## config.mk

```make
export PLATFORM = sky130hd
export DESIGN_NAME = mem_access_unit
export DESIGN_NICKNAME = d
export VERILOG_FILES = /design/src/rtl/mem_access_unit.sv
export SDC_FILE = /design/constraint.sdc
export NUM_CORES = 1
export LEC_CHECK = 0
export CAP_MARGIN = 20
export CORE_MARGIN = 2
export CORE_UTILIZATION = 43
export DETAILED_ROUTE_END_ITERATION = 8
export PLACE_DENSITY = 0.9
export SETUP_SLACK_MARGIN = 0.02
export SLEW_MARGIN = 10
export SYNTH_ARGS = -nofsm -noshare
export SYNTH_HDL_FRONTEND = slang
export SYNTH_SLANG_ARGS = --single-unit
export TNS_END_PERCENT = 30
```

## constraint.sdc

```tcl
create_clock -name i_clk -period 3.4 [get_ports i_clk]
set_clock_uncertainty 0.15 [all_clocks]
set_input_delay 1.02 -clock i_clk [delete_from_list [all_inputs] [get_ports i_clk]]
set_output_delay 1.02 -clock i_clk [all_outputs]
set_load 0.005 [all_outputs]
```

## src/rtl/mem_access_unit.sv

```systemverilog
// MEM-stage load/store engine: aligns store lanes, checks alignment, runs a
// req/ack bus access with timeout, and extends load results.
module mem_access_unit #(
  parameter int P_TIMEOUT = 16
) (
  input  logic        i_clk,
  input  logic        i_rst,
  input  logic [31:0] i_alu_out_m,
  input  logic [31:0] i_haz_b_m,
  input  logic        i_mem_write_m,
  input  logic [1:0]  i_result_src_m,
  input  logic [2:0]  i_f3_m,
  input  logic        i_store_byte_m,
  input  logic        i_store_half_m,
  output logic        o_stall,
  output logic [31:0] o_load_data_m,
  output logic [3:0]  o_exception_code_m,
  output logic        o_mem_req,
  output logic        o_mem_we,
  output logic [31:0] o_mem_addr,
  output logic [31:0] o_mem_wdata,
  output logic [3:0]  o_mem_be,
  input  logic        i_mem_ack,
  input  logic [31:0] i_mem_rdata
);
  localparam int CW = (P_TIMEOUT > 2) ? $clog2(P_TIMEOUT) : 1;
  localparam logic [1:0] S_IDLE = 2'd0, S_BUSY = 2'd1, S_DONE = 2'd2;
  localparam logic [1:0] SZ_B = 2'd0, SZ_H = 2'd1, SZ_W = 2'd2;
  localparam logic [3:0] CODE_NONE = 4'b1111;

  logic [1:0]    r_state;
  logic [CW-1:0] r_cnt;
  logic          r_we;
  logic [31:0]   r_addr, r_wdata, r_load;
  logic [3:0]    r_be, r_code;
  logic [1:0]    r_size, r_off;
  logic          r_uns;

  logic        w_load, w_acc;
  logic [1:0]  w_size, w_off;
  logic        w_mis;
  logic [3:0]  w_be;
  logic [31:0] w_wdata, w_ext;
  logic [7:0]  w_byte;
  logic [15:0] w_half;

  assign w_load = (i_result_src_m == 2'b01);
  assign w_acc  = i_mem_write_m | w_load;
  assign w_off  = i_alu_out_m[1:0];

  always_comb begin
    w_size = SZ_W;
    if (i_mem_write_m) begin
      if (i_store_byte_m)      w_size = SZ_B;
      else if (i_store_half_m) w_size = SZ_H;
    end else begin
      if (i_f3_m[1:0] == 2'b00)      w_size = SZ_B;
      else if (i_f3_m[1:0] == 2'b01) w_size = SZ_H;
    end
  end

  assign w_mis = ((w_size == SZ_H) && w_off[0]) || ((w_size == SZ_W) && (w_off != 2'b00));

  // Reads always fetch the whole word; lane selection happens on return.
  always_comb begin
    w_be    = 4'b1111;
    w_wdata = 32'd0;
    if (i_mem_write_m) begin
      w_wdata = i_haz_b_m;
      case (w_size)
        SZ_B: begin w_be = 4'b0001 << w_off;         w_wdata = {4{i_haz_b_m[7:0]}};  end
        SZ_H: begin w_be = 4'b0011 << {w_off[1], 1'b0}; w_wdata = {2{i_haz_b_m[15:0]}}; end
        default: ;
      endcase
    end
  end

  always_comb begin
    case (r_off)
      2'd0:    w_byte = i_mem_rdata[7:0];
      2'd1:    w_byte = i_mem_rdata[15:8];
      2'd2:    w_byte = i_mem_rdata[23:16];
      default: w_byte = i_mem_rdata[31:24];
    endcase
    w_half = r_off[1] ? i_mem_rdata[31:16] : i_mem_rdata[15:0];
    case (r_size)
      SZ_B:    w_ext = {{24{~r_uns & w_byte[7]}}, w_byte};
      SZ_H:    w_ext = {{16{~r_uns & w_half[15]}}, w_half};
      default: w_ext = i_mem_rdata;
    endcase
  end

  always_ff @(posedge i_clk) begin
    if (i_rst) begin
      r_state <= S_IDLE;
      r_cnt   <= '0;
      r_we    <= 1'b0;
      r_addr  <= 32'd0;
      r_wdata <= 32'd0;
      r_be    <= 4'd0;
      r_size  <= SZ_W;
      r_off   <= 2'd0;
      r_uns   <= 1'b0;
      r_load  <= 32'd0;
      r_code  <= CODE_NONE;
    end else begin
      case (r_state)
        S_IDLE: if (w_acc) begin
          if (w_mis) begin
            r_code  <= i_mem_write_m ? 4'd6 : 4'd4;
            r_state <= S_DONE;
          end else begin
            r_we    <= i_mem_write_m;
            r_addr  <= {i_alu_out_m[31:2], 2'b00};
            r_wdata <= w_wdata;
            r_be    <= w_be;
            r_size  <= w_size;
            r_off   <= w_off;
            r_uns   <= i_f3_m[2];
            r_cnt   <= '0;
            r_state <= S_BUSY;
          end
        end
        S_BUSY: begin
          if (i_mem_ack) begin
            if (!r_we) r_load <= w_ext;
            r_code  <= CODE_NONE;
            r_state <= S_DONE;
          end else if (r_cnt == CW'(P_TIMEOUT - 1)) begin
            r_code  <= r_we ? 4'd7 : 4'd5;
            r_state <= S_DONE;
          end else begin
            r_cnt <= r_cnt + 1'b1;
          end
        end
        S_DONE: begin
          r_code  <= CODE_NONE;
          r_state <= S_IDLE;
        end
        default: r_state <= S_IDLE;
      endcase
    end
  end

  assign o_stall            = ((r_state == S_IDLE) & w_acc) | (r_state == S_BUSY);
  assign o_mem_req          = (r_state == S_BUSY);
  assign o_mem_we           = r_we;
  assign o_mem_addr         = r_addr;
  assign o_mem_wdata        = r_wdata;
  assign o_mem_be           = r_be;
  assign o_load_data_m      = r_load;
  assign o_exception_code_m = r_code;
endmodule

```

==> metrics.txt <==
slowest CP cell=clkdlybuf4s50_1; Post-synth top cells=nand2_1, dfxtp_1, nor2_1; post-route ant nets=0; clock buffer depth=2; WL/cell=17.5 µm; logic gate share of total power=22.0%; synthesized area=around 5100 µm²; Cells after Synth=616; I/O pins=approximately 210; Final Hold Vio Count=0; fin. max-slew vios=0; total of max-cap violations=0; Psw=around 1.1 mW; RSZ-0062 raised after global routing=false; #FFs+latches synth=113; PnR Total Power=~4.2 mW; Pleak=around 3.0 nW; crit path buf inv count=2; Setup crit end kind=primary output; DRT iter0 DRCs=approximately 530; first-pass GRT wire length=approximately 27,000 µm; Fillers=834; hpwl dp=roughly 12,000 µm; multi-input logic area=between 2000 and 3000 µm²; min Tclk post-route=3.24 ns; share of layout cells above drive strength 1=9.82%; row count=39; clk_lat worst skew=0.42 ns; Worst setup SP type=input pin; Congestion Overflow GR=0; largest delay contributor family on the critical path=buffers and inverters; fraction of registers with async set/reset=0%; Top FF cell, synth=dfxtp_1; most common cell in the netlist=nand2_1; PwrDens=526 nW/µm²; final hold slack=between 0.2 and 0.3 ns; Final Cycle Share=approximately 95%; Core Util, Final=a little over two thirds; cts bufs inserted=17; CTS HTree Levels=4; port bufs=210; area occupied by registers=2260 µm²; post-CTS sizing=4; Post-CTS Hold Buffers=0; r2r setup slk=between 1 and 1.5 ns; setup violators final=0; Ant. Diodes=0; Internal=3.06 mW; die width=113 µm; initial antenna violation count=0; Reg clk slew, reported paths=~0.050 ns; post-synth top area share=between 40 and 50%; EDFF count, synth=0; 1st-pass router iterations=5; Clock Power Share=a little over two fifths; Placer Congestion=0.844; sw frac=a little over a quarter; number of global-route vias before repair=5,297; setup TNS=0 ns; relative slew slack=about 34%; Initial Util=roughly 44%; Die H=roughly 110 µm; main area contributors after synthesis=dfxtp_1, nand2_1, nor2_1; nets@finish=between 900 and 1,000; Worst Path Max Fanout=2; CTS root buffer=clkbuf_16; number of distinct library cells after synthesis=53; status=finished, final reports clean; cell taking the most area after synthesis=dfxtp_1; fmax=~310 MHz; vias per inst=~5.6; worst slew pin tran=~0.99 ns; die area=12,700 µm²; sequential cell fraction of total power=between 30% and 40%; CTS tree=done; core footprint=~11,000 µm²; HP Class=flip-flop to flip-flop; Via Count=5,438; Syn Area/Cell=about 8 µm²; Post-Route WL=~17,000 µm; critical path class=input pin to primary output; VDD IR max=between 500 and 600 µV; Area growth, synth to finish=57.0%; number of setup buffers added after CTS=0; DR DRC count=0; Required @ worst endpoint=~2.2 ns; largest net degree at the start of global routing=48; WP data arrival=slightly above 2 ns; total clock sinks=~110; max incr delay on CP=between 0.5 and 0.6 ns; Overall Global Routing Usage=between 20 and 30%; Seq/Total Area, Yosys=between 40% and 50%; ordered cell list for the critical path=clkdlybuf4s50_1 > nor2b_4 > o21ai_1 > nand2_1 > dlygate4sd2_1; Ys Warns=0
-- power groups by stage --
stage	clock network, mW	registers [mW]	logic (mW)
6_report	1.76	1.51	0.923
5_1_grt	1.85	1.52	1.01
2_1_floorplan	0	1.53	0.429
4_1_cts	1.77	1.51	0.921
3_5_place_dp	0	1.54	0.909
3_3_place_gp	0	1.53	0.891
-- tightest hold or removal path, stage by stage, from the launching register on --
cell,delay (ns)
dfxtp_1,0.30
nand2_1,0.05
a21oi_1,0.05
-- layout by cell type (no fill, tap or decap), types with 6 or more instances in the layout --
master	instances
clkdlybuf4s50_1	208
nand2_1	118
dfxtp_1	113
nor2_1	67
a21oi_1	50
a211oi_1	25
o21ai_0	24
inv_1	23
a22oi_1	23
buf_4	20
mux2_2	17
clkbuf_16	17
o2bb2ai_1	15
o22ai_1	9
mux2i_1	9
nand3_1	8
a221oi_1	8
o22a_1	6
-- worst paths after layout --
check | from | to | cells past startpoint
setup / recovery | i_result_src_m[1] | o_stall | 5
hold reg to reg | o_load_data_m[0] | o_load_data_m[0] | 2
setup reg to reg | r_off[1] | o_load_data_m[12] | 6
hold / removal | o_load_data_m[0] | o_load_data_m[0] | 2
-- stage by stage --
stage               instances  instance area (µm²)  setup slack, ns
finish                    978                 7960            0.163
global route              978                 7960            0.123
CTS                       977                 7960            0.182
detailed placement        946                 7370           -0.117
global placement          946                 7370          -0.0842
floorplan                 617                 5080            0.647
-- state kept, by name, summed over array words and instances (netlist names) --
signal              count
o_load_data_m          32
o_mem_wdata            32
o_mem_addr             30
o_mem_be                4
r_cnt                   4
o_exception_code_m      3
r_off                   2
r_size                  2
r_state                 2
o_mem_we                1
r_uns                   1
-- layout make-up --
| cell class | instances | area share (%) |
|---|---|---|
| multi-input cells | 434 | 31.8 |
| repair buffers | 234 | 29.2 |
| clock buffers | 22 | 5.95 |
| well taps | 143 | 2.25 |
| clock inverters | 9 | 1.35 |
| flip-flops and latches | 113 | 28.4 |
| inverters | 23 | 1.08 |
-- kinds of logic (layout without fill, tap and decap cells) --
| family | after synthesis | in the layout | share of synthesized area, % |
|---|---|---|---|
| AO/OA/AOI/OAI | 181 | 181 | 24.2 |
| adder cells (fa/ha/maj) | 5 | 5 | 1.23 |
| other | 2 | 3 | 0.148 |
| buffers and inverters | 70 | 288 | 5.94 |
| AND/OR/NAND/NOR | 217 | 217 | 17.7 |
| flip-flops | 113 | 113 | 44.6 |
| multiplexers | 28 | 28 | 6.26 |
-- layer usage --
metal  vias up  part of all wire, %  routed length, µm  GRT usage [%]
met3        42                   11               1880           11.1
li1       2582                    -                  -              -
met1      2516                   38               6520           31.3
met5         -                    0                  0              0
met4         0                  2.9                505           12.1
met2       298                   48               8250           45.0
Note: power is estimated with default switching activity, not from simulation.
==> RTL edit, RTL diff (same settings) <==
The parameter `P_TIMEOUT` goes from 16 to 32.
--- a/src/rtl/mem_access_unit.sv
+++ b/src/rtl/mem_access_unit.sv
@@ -3,3 +3,3 @@
 module mem_access_unit #(
-  parameter int P_TIMEOUT = 16
+  parameter int P_TIMEOUT = 32
 ) (
Function: same outputs for any inputs over 4 cycles, from zero or initial values and one cycle with i_rst high; that may be too few to reach the edited logic, so the function may still have changed.
==> RTL edit against the original RTL <==
Cell area is 0.91% higher. Area after synthesis increased by 0.59%. Critical endpoint unchanged. Sequential cell count increased by 1. Clock power up 12%. Register-to-register slack improved by 0.05 ns. Setup slack lost 0.00090 ns. Wire length fell by 2.4%. The run now ends with DRC left. Total power grew 5.5%.
==> RTL edit: results <==
group,metric,value,unit
critical_path,crit_start,"i_result_src_m[0]",
critical_path,cpPeakStageDelay,0.39,ns
placement,place_area,7380,um^2
cts,clkSlewWorstSetupHoldPaths,0.05,ns
routing,via_count,5404,
routing,avgRoutedWirePerCell,17.3,um
routing,wl_met2,8070,um
cells_and_area,n_fill_cell,883,
cts,clock_latency,0.40,ns
critical_path,path_max_fanout,2,
min_path,min-delay-start,"o_mem_addr[31]$_SDFFE_PP0P_",
routing,dr_wl_met3,1680,um
global_route,first_global_vias,5254,
cts,root_buffer,"clkbuf_16",
placement,routabilityCongestion,0.857,
synth,ys_types,58,
global_route,grt_use_total,0.261,
placement,dp_slack,-0.139,ns
pwr,vdd_drop_max,0.000369,V
sta,worst_pin_slew,0.822,ns
critical_path,r2r-start,"r_cnt[0]$_SDFFE_PP0P_",
global_route,antenna_found_initial,1,
outcome,outcome,"finished, violations left",
synth,yosysSeqAreaShare,0.447,
cts,cts_setup_buffers,0,
global_route,grt_max_degree,54,
cts,cts_resized,3,
cells_and_area,layout.cells.non_filler,966,
synth,synth_area_leaders,"dfxtp_1 (45%), nand2_1 (8.0%), nor2_1 (5.0%)",
cells_and_area,final_util,0.698,
pwr,leakagePower,3.02,nW
placement,dp.cells,934,
routing,first_pass_iters,9,
global_route,grt_pass1_wl,26500,um
outcome,violations,"DRC",
routing,drt-initial-drc-count,489,
synth,ys_top_cells_by_count,"dfxtp_1 (114), nand2_1 (109), nor2_1 (68)",
cells_and_area,final_nets,923,
placement,dp_hpwl,11800,um
cts,h-tree-depth,4,
synth,avgSynthCellArea,8.45,um^2
cts,cts_buffer_depth,2,
cells_and_area,drive_gt1_frac,0.103,
routing,drcViolationCount,15,
## RTL edit: kinds of logic (layout without fill, tap and decap cells)
| logic type | Yosys count | after routing | synth area share |
|---|---|---|---|
| compound gates | 178 | 178 | 0.245 |
| fa+ha+maj | 6 | 6 | 0.0147 |
| buf+inv | 61 | 278 | 0.0561 |
| flops | 114 | 114 | 0.447 |
| mux | 27 | 27 | 0.0603 |
| other cells | 2 | 4 | 0.00147 |
| simple gates | 216 | 216 | 0.176 |
## RTL edit: path summary, 6_finish.rpt
kind | endpoint | slack, ns | depth (start not counted)
max | o_stall | 0.16 | 5
min | o_mem_addr[31]$_SDFFE_PP0P_ | 0.30 | 2
max reg2reg | r_cnt[1]$_SDFFE_PP0P_ | 1.16 | 9
min reg2reg | o_mem_addr[31]$_SDFFE_PP0P_ | 0.30 | 2
## RTL edit: final cells by class
class                           count  share of cell area
Clock buffer                       21              0.0585
Timing Repair Buffer              233               0.288
Inverter                           14             0.00654
Tap cell                          143              0.0223
Clock inverter                     10              0.0224
Antenna cell                        1            0.000311
Multi-Input combinational cell    430               0.317
Sequential cell                   114               0.284
## RTL edit: stage by stage
stage	total power, mW	TNS, ns
finish	4.42	0
detailed placement	2.47	-0.145
global placement	2.45	-0.0850
global route	4.60	0
CTS	4.45	0
floorplan	1.98	0
## RTL edit: metal layers
metal | up-vias | global-route usage
li1 | 2557 | -
met5 | - | 0
met1 | 2520 | 0.298
met3 | 40 | 0.0991
met4 | 0 | 0.124
met2 | 287 | 0.433
## RTL edit: report_power, final
group | switching [mW] | internal [mW] | leakage (nW)
combinational | 0.436 | 0.499 | 1.77
clock | 0.616 | 1.35 | 0.315
sequential | 0.0711 | 1.45 | 0.930
total | 1.12 | 3.30 | 3.02
